<file path="src/rtl/pueo_trig_merge.sv">
// Merges soft/pps/ext trigger sources into one framed trigger stream with
// per-source pending queues, fixed priority, holdoff and event counting.
module pueo_trig_merge #(
    parameter int unsigned HOLDOFF_W  = 16,
    parameter int unsigned FIFO_DEPTH = 2
) (
    input  logic                 sysclk_i,
    input  logic                 sysclk_rst_i,
    input  logic                 sysclk_phase_i,
    input  logic                 running_i,
    input  logic [HOLDOFF_W-1:0] holdoff_i,
    input  logic [11:0]          soft_trig_i,
    input  logic [11:0]          pps_trig_i,
    input  logic [11:0]          ext_trig_i,
    input  logic [7:0]           soft_metadata_i,
    input  logic [7:0]           pps_metadata_i,
    input  logic [7:0]           ext_metadata_i,
    input  logic                 soft_valid_i,
    input  logic                 pps_valid_i,
    input  logic                 ext_valid_i,
    output logic [11:0]          trig_o,
    output logic [7:0]           trig_metadata_o,
    output logic [1:0]           trig_src_o,
    output logic                 trig_valid_o,
    output logic [31:0]          event_count_o,
    output logic [2:0]           overflow_o
);

    localparam int unsigned NSRC = 3;
    localparam int unsigned AW   = $clog2(FIFO_DEPTH);
    localparam int unsigned CW   = AW + 1;

    typedef struct packed {
        logic [11:0] addr;
        logic [7:0]  meta;
    } entry_t;

    entry_t                  in_c [NSRC];
    entry_t                  head_c;
    entry_t                  mem [NSRC][FIFO_DEPTH];
    logic [AW-1:0]           wr_ptr [NSRC];
    logic [AW-1:0]           rd_ptr [NSRC];
    logic [CW-1:0]           cnt [NSRC];
    logic [NSRC-1:0]         vld_c;
    logic [NSRC-1:0]         vld_q;
    logic [NSRC-1:0]         nonempty_c;
    logic [NSRC-1:0]         push_c;
    logic [NSRC-1:0]         accept_c;
    logic [NSRC-1:0]         pop_c;
    logic                    phase_q;
    logic [1:0]              pulse_left;
    logic [HOLDOFF_W-1:0]    holdoff_cnt;
    logic                    issue_c;
    logic [1:0]              sel_c;

    // Source bundling (index equals the trig_src_o encoding), capture and arbitration.
    always_comb begin
        in_c[0]    = '{addr: soft_trig_i, meta: soft_metadata_i};
        in_c[1]    = '{addr: pps_trig_i,  meta: pps_metadata_i};
        in_c[2]    = '{addr: ext_trig_i,  meta: ext_metadata_i};
        vld_c      = {ext_valid_i, pps_valid_i, soft_valid_i};
        nonempty_c = '0;
        push_c     = '0;
        pop_c      = '0;
        accept_c   = '0;
        head_c     = '0;
        sel_c      = 2'd0;

        for (int i = 0; i < NSRC; i++) begin
            nonempty_c[i] = (cnt[i] != '0);
            push_c[i]     = running_i && vld_c[i] && !vld_q[i];
        end

        // Frame k=1 is the cycle after the phase pulse; a running pulse blocks re-issue.
        issue_c = running_i && phase_q && (holdoff_cnt == '0) &&
                  (pulse_left == 2'd0) && (nonempty_c != '0);

        if (nonempty_c[1])      sel_c = 2'd1;
        else if (nonempty_c[2]) sel_c = 2'd2;
        else                    sel_c = 2'd0;

        for (int i = 0; i < NSRC; i++) begin
            pop_c[i]    = issue_c && (sel_c == 2'(i));
            accept_c[i] = push_c[i] && ((cnt[i] != CW'(FIFO_DEPTH)) || pop_c[i]);
            if (pop_c[i]) head_c = mem[i][rd_ptr[i]];
        end
    end

    always_ff @(posedge sysclk_i) begin
        if (sysclk_rst_i) begin
            phase_q         <= 1'b0;
            vld_q           <= '0;
            pulse_left      <= 2'd0;
            holdoff_cnt     <= '0;
            event_count_o   <= '0;
            overflow_o      <= '0;
            trig_o          <= '0;
            trig_metadata_o <= '0;
            trig_src_o      <= '0;
            trig_valid_o    <= 1'b0;
            for (int i = 0; i < NSRC; i++) begin
                wr_ptr[i] <= '0;
                rd_ptr[i] <= '0;
                cnt[i]    <= '0;
            end
        end else begin
            phase_q <= sysclk_phase_i;
            vld_q   <= vld_c;

            // Four-cycle valid pulse, independent of running_i so it always completes.
            if (issue_c) begin
                trig_valid_o    <= 1'b1;
                pulse_left      <= 2'd3;
                trig_o          <= head_c.addr;
                trig_metadata_o <= head_c.meta;
                trig_src_o      <= sel_c;
            end else if (pulse_left != 2'd0) begin
                pulse_left <= pulse_left - 2'd1;
            end else begin
                trig_valid_o <= 1'b0;
            end

            if (!running_i) begin
                holdoff_cnt   <= '0;
                event_count_o <= '0;
                overflow_o    <= '0;
                for (int i = 0; i < NSRC; i++) begin
                    wr_ptr[i] <= '0;
                    rd_ptr[i] <= '0;
                    cnt[i]    <= '0;
                end
            end else begin
                for (int i = 0; i < NSRC; i++) begin
                    if (accept_c[i]) begin
                        mem[i][wr_ptr[i]] <= in_c[i];
                        wr_ptr[i]         <= wr_ptr[i] + AW'(1);
                    end
                    if (pop_c[i]) rd_ptr[i] <= rd_ptr[i] + AW'(1);
                    cnt[i]        <= cnt[i] + CW'(accept_c[i]) - CW'(pop_c[i]);
                    overflow_o[i] <= overflow_o[i] | (push_c[i] & ~accept_c[i]);
                end

                if (issue_c) begin
                    holdoff_cnt   <= holdoff_i;
                    event_count_o <= event_count_o + 32'd1;
                end else if (phase_q && (holdoff_cnt != '0)) begin
                    holdoff_cnt <= holdoff_cnt - HOLDOFF_W'(1);
                end
            end
        end
    end

endmodule

</file>
<file path="config.mk">
export PLATFORM = sky130hd
export DESIGN_NAME = pueo_trig_merge
export DESIGN_NICKNAME = d
export VERILOG_FILES = /design/src/rtl/pueo_trig_merge.sv
export SDC_FILE = /design/constraint.sdc
export NUM_CORES = 1
export LEC_CHECK = 0
export CAP_MARGIN = 5
export CORE_MARGIN = 2
export CORE_UTILIZATION = 30
export CTS_CLUSTER_DIAMETER = 30
export DETAILED_ROUTE_END_ITERATION = 8
export RECOVER_POWER = 100
export SKIP_CTS_REPAIR_TIMING = 1
export SYNTH_ARGS = -nofsm -noshare
export SYNTH_HDL_FRONTEND = slang
export SYNTH_SLANG_ARGS = --single-unit
</file>
<file path="constraint.sdc">
create_clock -name sysclk_i -period 4.16 [get_ports sysclk_i]
set_input_delay 0.624 -clock sysclk_i [delete_from_list [all_inputs] [get_ports sysclk_i]]
set_output_delay 0.624 -clock sysclk_i [all_outputs]
set_load 0.05 [all_outputs]
</file>
[Yosys cells after proc, flatten, opt, wreduce, memory -nomap -nowiden]
Memory sizes are Yosys's and may differ from the RTL's.
Cells that the tools add are included.
Storage, ports and cells
  register bits after elaboration: 80
  memories: 4
  input bits: 83
  RAM bits: 132
  ROM bits: 0
  bits in latches: 0
  output and inout bits: 58
Memory list
  mem: words 3, bits a word 40, read ports 3, clocked after Yosys merged registers in 0, wr ports 3, line 40  | entry_t mem [NSRC][FIFO_DEPTH];
  cnt: words 3, bits a word 2, read ports 3, clocked after Yosys merged registers in 0, wr ports 3, line 43  | logic [CW-1:0] cnt [NSRC];
  rd_ptr: words 3, bits a word 1, read ports 3, clocked after Yosys merged registers in 0, wr ports 3, line 42  | logic [AW-1:0] rd_ptr [NSRC];
  wr_ptr: words 3, bits a word 1, read ports 3, clocked after Yosys merged registers in 0, wr ports 3, line 41  | logic [AW-1:0] wr_ptr [NSRC];
Cells by class
  $mul: 0
  $lt $le $gt $ge: 9
  reductions and logical operators: 38
  multiplexer cells: 79
  add/subtract/negate cells: 15
  divide/modulo/power cells: 0
  eq/ne operators: 6
  bitwise operators: 34
  shift-type cells: 0
Operators by type and width (count)
  $mux 20: 15
  $mux 40: 3
  $demux 20 s1: 3
  $mux 1: 46
  $add 32x1->32 const B: 1
  $mux 16: 2
  $or 1x1->1: 21
  $logic_and 1x1->1: 20
  $mux 2: 10
  $logic_not 16->1: 1
  $reduce_bool 16->1: 1
  $sub 16x1->16 const B: 1
  $ge 2x2->1 const B: 6
  $not 1->2: 6
  $reduce_bool 2->1: 6
  $ne 2x2->1 const B: 4
  $add 1x1->1 const B: 6
  $add 2x1->2: 3
  $lt 2x1->1 const B: 3
  $sub 2x1->2: 3
  $logic_not 2->1: 2
  $not 1->1: 4
  $and 1x1->1: 3
  $logic_not 1->1: 3
  other kinds (6): 8

[Logic depth before layout (Yosys ltp)]
Gate-level depths: netlist (run 1).
  depth in word-level cells: 12
  gate-level depth with buffers: 14
  depth with buffers taken out: 12

[Least setup slack after synthesis (run 1)]
OpenSTA, ideal clock, no wires.
  path type: reg2reg
  start point: register holdoff_cnt[0]
  end point: memory mem[0][60] (netlist bit) (enable)
  path buffers: 0
  data required time: 3.738 ns
  clock period less this slack: 3.424 ns
  arrival: 3.002 ns
  path slack: 0.736 ns
  cell stages (with the launch flop): 8
  cells stage by stage: dfxtp_1 > inv_1 > ha_1 > nor4b_1 > nand2_1 > o21ai_0 > nand2_1 > nor3_1
RTL lines
  start: declaration: line 52  | logic [HOLDOFF_W-1:0] holdoff_cnt;
  start signal: assignment: line 144  | holdoff_cnt <= holdoff_i;
  start signal: assignment: line 147  | holdoff_cnt <= holdoff_cnt - HOLDOFF_W'(1);
  end: declaration: line 40

==> impl_summary.md, run 1 <==
Job
The max capacitance violation total is 1.

Setup path
The critical path in this run is classified as reg2reg. STA classifies the critical path startpoint as a register. The required time of the worst setup path is around 4300 ps. The worst path arrival time is 3700 ps.

STA classifies the critical path endpoint as a register. The largest fanout of any net on the critical path is 20.

STA
On the final layout, the worst hold slack is about 450 ps. After routing, the total negative slack on setup checks comes to 0 ps. Setup repair after global routing left no endpoint under its margin. At the pin with the least slew margin, the transition time is between 1500 and 2000 ps. The count of endpoints failing hold in the final timing report came to 0. Measured against its own limit, the worst slew margin works out to -10.3%.

Setup violations remaining at the end of the flow were counted as 0. Counting I/O delays and the setup requirement, the final critical path takes approximately 3600 ps. The fmax is about 280 MHz. The share of the cycle needed by the critical path after routing is 85.8%. The number of max-slew violations in the final report is 23. The clock arrives with 22.9 ps of skew.

Final layout
0 antenna diodes ended up in the layout. In the final layout, the share of cells above drive strength 1 is around an eighth. The post-synthesis to final-layout area growth is 39.4%. The finished layout holds about 1,400 standard cells, fillers aside. The net count reported at finish is about 1,100.

The number of fill cells in the layout is roughly 2,800.

Clock network
For the worst-skew pair, the clock arrives at the later sink with an insertion delay of about 550 ps. The maximum root-to-sink buffer count is 3. The TritonCTS clock tree is done. The tree built by TritonCTS fans out to ~210 sinks. The clock-pin slew on the worst setup and hold paths is around 40 ps. The count of H-tree levels built during CTS is 2.

The clock buffer count from CTS is 51. The root buffer selected by CTS is clkbuf_16.

Placed design
Once detailed placement completed, the half-perimeter wirelength came to 16,300 µm. At the end of routability-driven placement, the weighted congestion stood at a little under 0.8. The placed cell count is roughly 1,300. During placement, the flow inserted port buffers numbering 140.

Global route
The overall overflow remaining after global route is 0. The number of global-route vias before repair is ~6,800. The global-route usage over all layers is ~15%. The initial antenna violation count is 0. The maximum number of pins on one net before global-route repair is 46.

The global-route wire length before repair is around 38,000 µm.

Die
From bottom edge to top edge, the die measures 179 µm. The count of pins on the block boundary is 141. The row count is 64. The die covers 0.0320 mm². From left edge to right edge, the die measures about 180 µm. The core area is approximately 0.030 mm².

The starting density of the core is 30.2%.

Route
The via total after detailed routing is 6,907. The first TritonRoute pass finished after 5 iterations. Summed over all layers, the routed wires come to around 24,000 µm. Dividing the detail-routed wire length by the instance count gives approximately 17 µm. The initial DRC count is 364. The via count normalized by instance count is about 5.

The number of nets with antenna violations after routing is 0. For this run, design rule violations remaining after detail routing come to 0.

Yosys
The flip-flop and latch count after synthesis is 212. The cell count after synthesis is a little under 800. During synthesis, Yosys emitted a total of 0 warnings. After synthesis, the most frequently instantiated cells are 132 x edfxtp_1, 80 x dfxtp_1, 77 x nand2_1. The synthesized netlist occupies a cell area of ~0.0092 mm². edfxtp_1 is the most common cell in the netlist. The dominant cell type by area after synthesis is edfxtp_1. For this run, the leading register cell type out of synthesis is edfxtp_1. By area the synthesized netlist is led by edfxtp_1 43%, dfxtp_1 17%, mux2i_1 4.8%. The async set-reset flop share out of synthesis is 0%.

Dividing the synthesized area by the synthesized cell count gives around 12 µm². Summing the sequential cell areas from Yosys gives roughly 61% of the chip area. The number of distinct library cells after synthesis is 66. Of the post-synthesis cell area, the dominant cell type holds 43.2%. The synthesized design contains between 100 and 150 enable-type register cells.

Power and ir drop
The leakage power summed over all cells is between 4 and 5 nW. The largest voltage drop on the vdd net is ~0.36 mV. Of the total power, the share spent switching nets is between 20% and 30%.

Sequential cells account for 30.0% of the total power. The share of total power dissipated in the clock network is between 40% and 50%. The total power is a little over 8 mW.

The share of total power in combinational logic is 20.3%. The switching power summed over all nets is between 2 and 2.5 mW. Internal power comes to around 5.8 mW.

The total power density per cell area is ~640 mW/mm².

Run status
The final reports fail on max-capacitance violations, max-slew violations. The flow ran to the end, but the final reports show violations.

Min path
The type of the most critical hold path is reg2reg.
-- state kept, by name, indices dropped and copies added, names as in the netlist --
signal,flops
cnt,6
event_count_o,32
holdoff_cnt,16
mem,120
overflow_o,3
phase_q,1
pulse_left,2
rd_ptr,3
trig_metadata_o,8
trig_o,12
trig_src_o,2
trig_valid_o,1
vld_q,3
wr_ptr,3
-- through the flow --
step / instance area (µm²) / utilization, % / setup WS (ps)
2_1_floorplan: 9190 / - / 736
3_3_place_gp: 11100 / 36.5 / 839
3_5_place_dp: 11100 / 36.5 / 730
4_1_cts: 12900 / 42.4 / 686
5_1_grt: 12800 / 42.1 / 269
6_report: 12800 / 42.1 / 591
-- cells in the final DEF, fill, tap and decap left out, types with 11 or more instances in the layout --
cell type        count
edfxtp_1           132
dlygate4sd3_1      119
dfxtp_1             80
nand2_1             77
a21oi_1             58
clkbuf_16           52
mux2i_1             44
o21ai_0             33
nor2_1              32
nand3_1             30
inv_1               22
a211oi_1            21
clkdlybuf4s50_1     21
nor2b_1             17
or4_1               15
clkbuf_1            15
o211ai_1            14
nand4_1             13
or3_1               13
ha_1                11
-- area by class of cell --
type | count | area, µm² | area share, %
flip-flops and latches | 212 | 5570 | 43.5
clock buffers | 63 | 1360 | 10.7
well taps | 396 | 495 | 3.88
repair buffers | 160 | 1520 | 11.9
inverters | 22 | 82.6 | 0.646
clock inverters | 31 | 424 | 3.32
multi-input cells | 516 | 3330 | 26.1
-- kinds of logic (layout without fill, tap and decap cells) --
| kind of cell | Yosys count | after routing | share of synthesized area, % |
|---|---|---|---|
| AND/OR/NAND/NOR | 249 | 249 | 14.6 |
| buffers and inverters | 66 | 276 | 2.85 |
| adder cells (fa/ha/maj) | 11 | 11 | 1.50 |
| multiplexers | 54 | 54 | 6.03 |
| other | 1 | 6 | 0.0409 |
| flip-flops | 212 | 212 | 60.7 |
| AO/OA/AOI/OAI | 181 | 181 | 12.8 |
| XOR/XNOR | 15 | 15 | 1.43 |
-- worst max-delay path, cell delays in order (launching register included) --
cell	delay, ps
dfxtp_1	360
nor4_1	500
nand4_1	260
clkbuf_1	330
o21ai_0	480
nand2_1	160
nor2_2	100
clkbuf_1	970
-- path summary, 6_finish.rpt --
path,from,end,slack (ps),cells past startpoint
worst max-delay path,holdoff_cnt[10],mem[0][20],590,7
worst min-delay path,trig_metadata_o[1],trig_metadata_o[1],450,2
worst max register to register,holdoff_cnt[10],mem[0][20],590,7
worst min register to register,trig_metadata_o[1],trig_metadata_o[1],450,2
-- power by group through the flow --
stage / clock [mW] / combinational [mW] / sequential, mW
after floorplan: 0 / 1.15 / 2.52
after global placement: 0 / 1.70 / 2.48
after detailed placement: 0 / 1.73 / 2.48
after CTS: 4.13 / 1.74 / 2.45
after global routing: 4.26 / 1.83 / 2.46
final: 4.06 / 1.66 / 2.45
-- layer usage --
metal  wire (µm)  vias to the layer above  global-route usage, %
li1            -                     3333                      -
met1       10500                     3313                   18.9
met2       11800                      203                   25.7
met3        1280                       58                   3.37
met4         783                        0                   6.91
met5           0                        -                      0
(Power assumes the default switching activity.)
==> run 2, diff against run 1 <==
Settings changed: GPL_ROUTABILITY_DRIVEN set to 0, TNS_END_PERCENT set to 50.
==> results of run 2 <==
No change in the layout: final DEF, timing and power equal those of run 1.
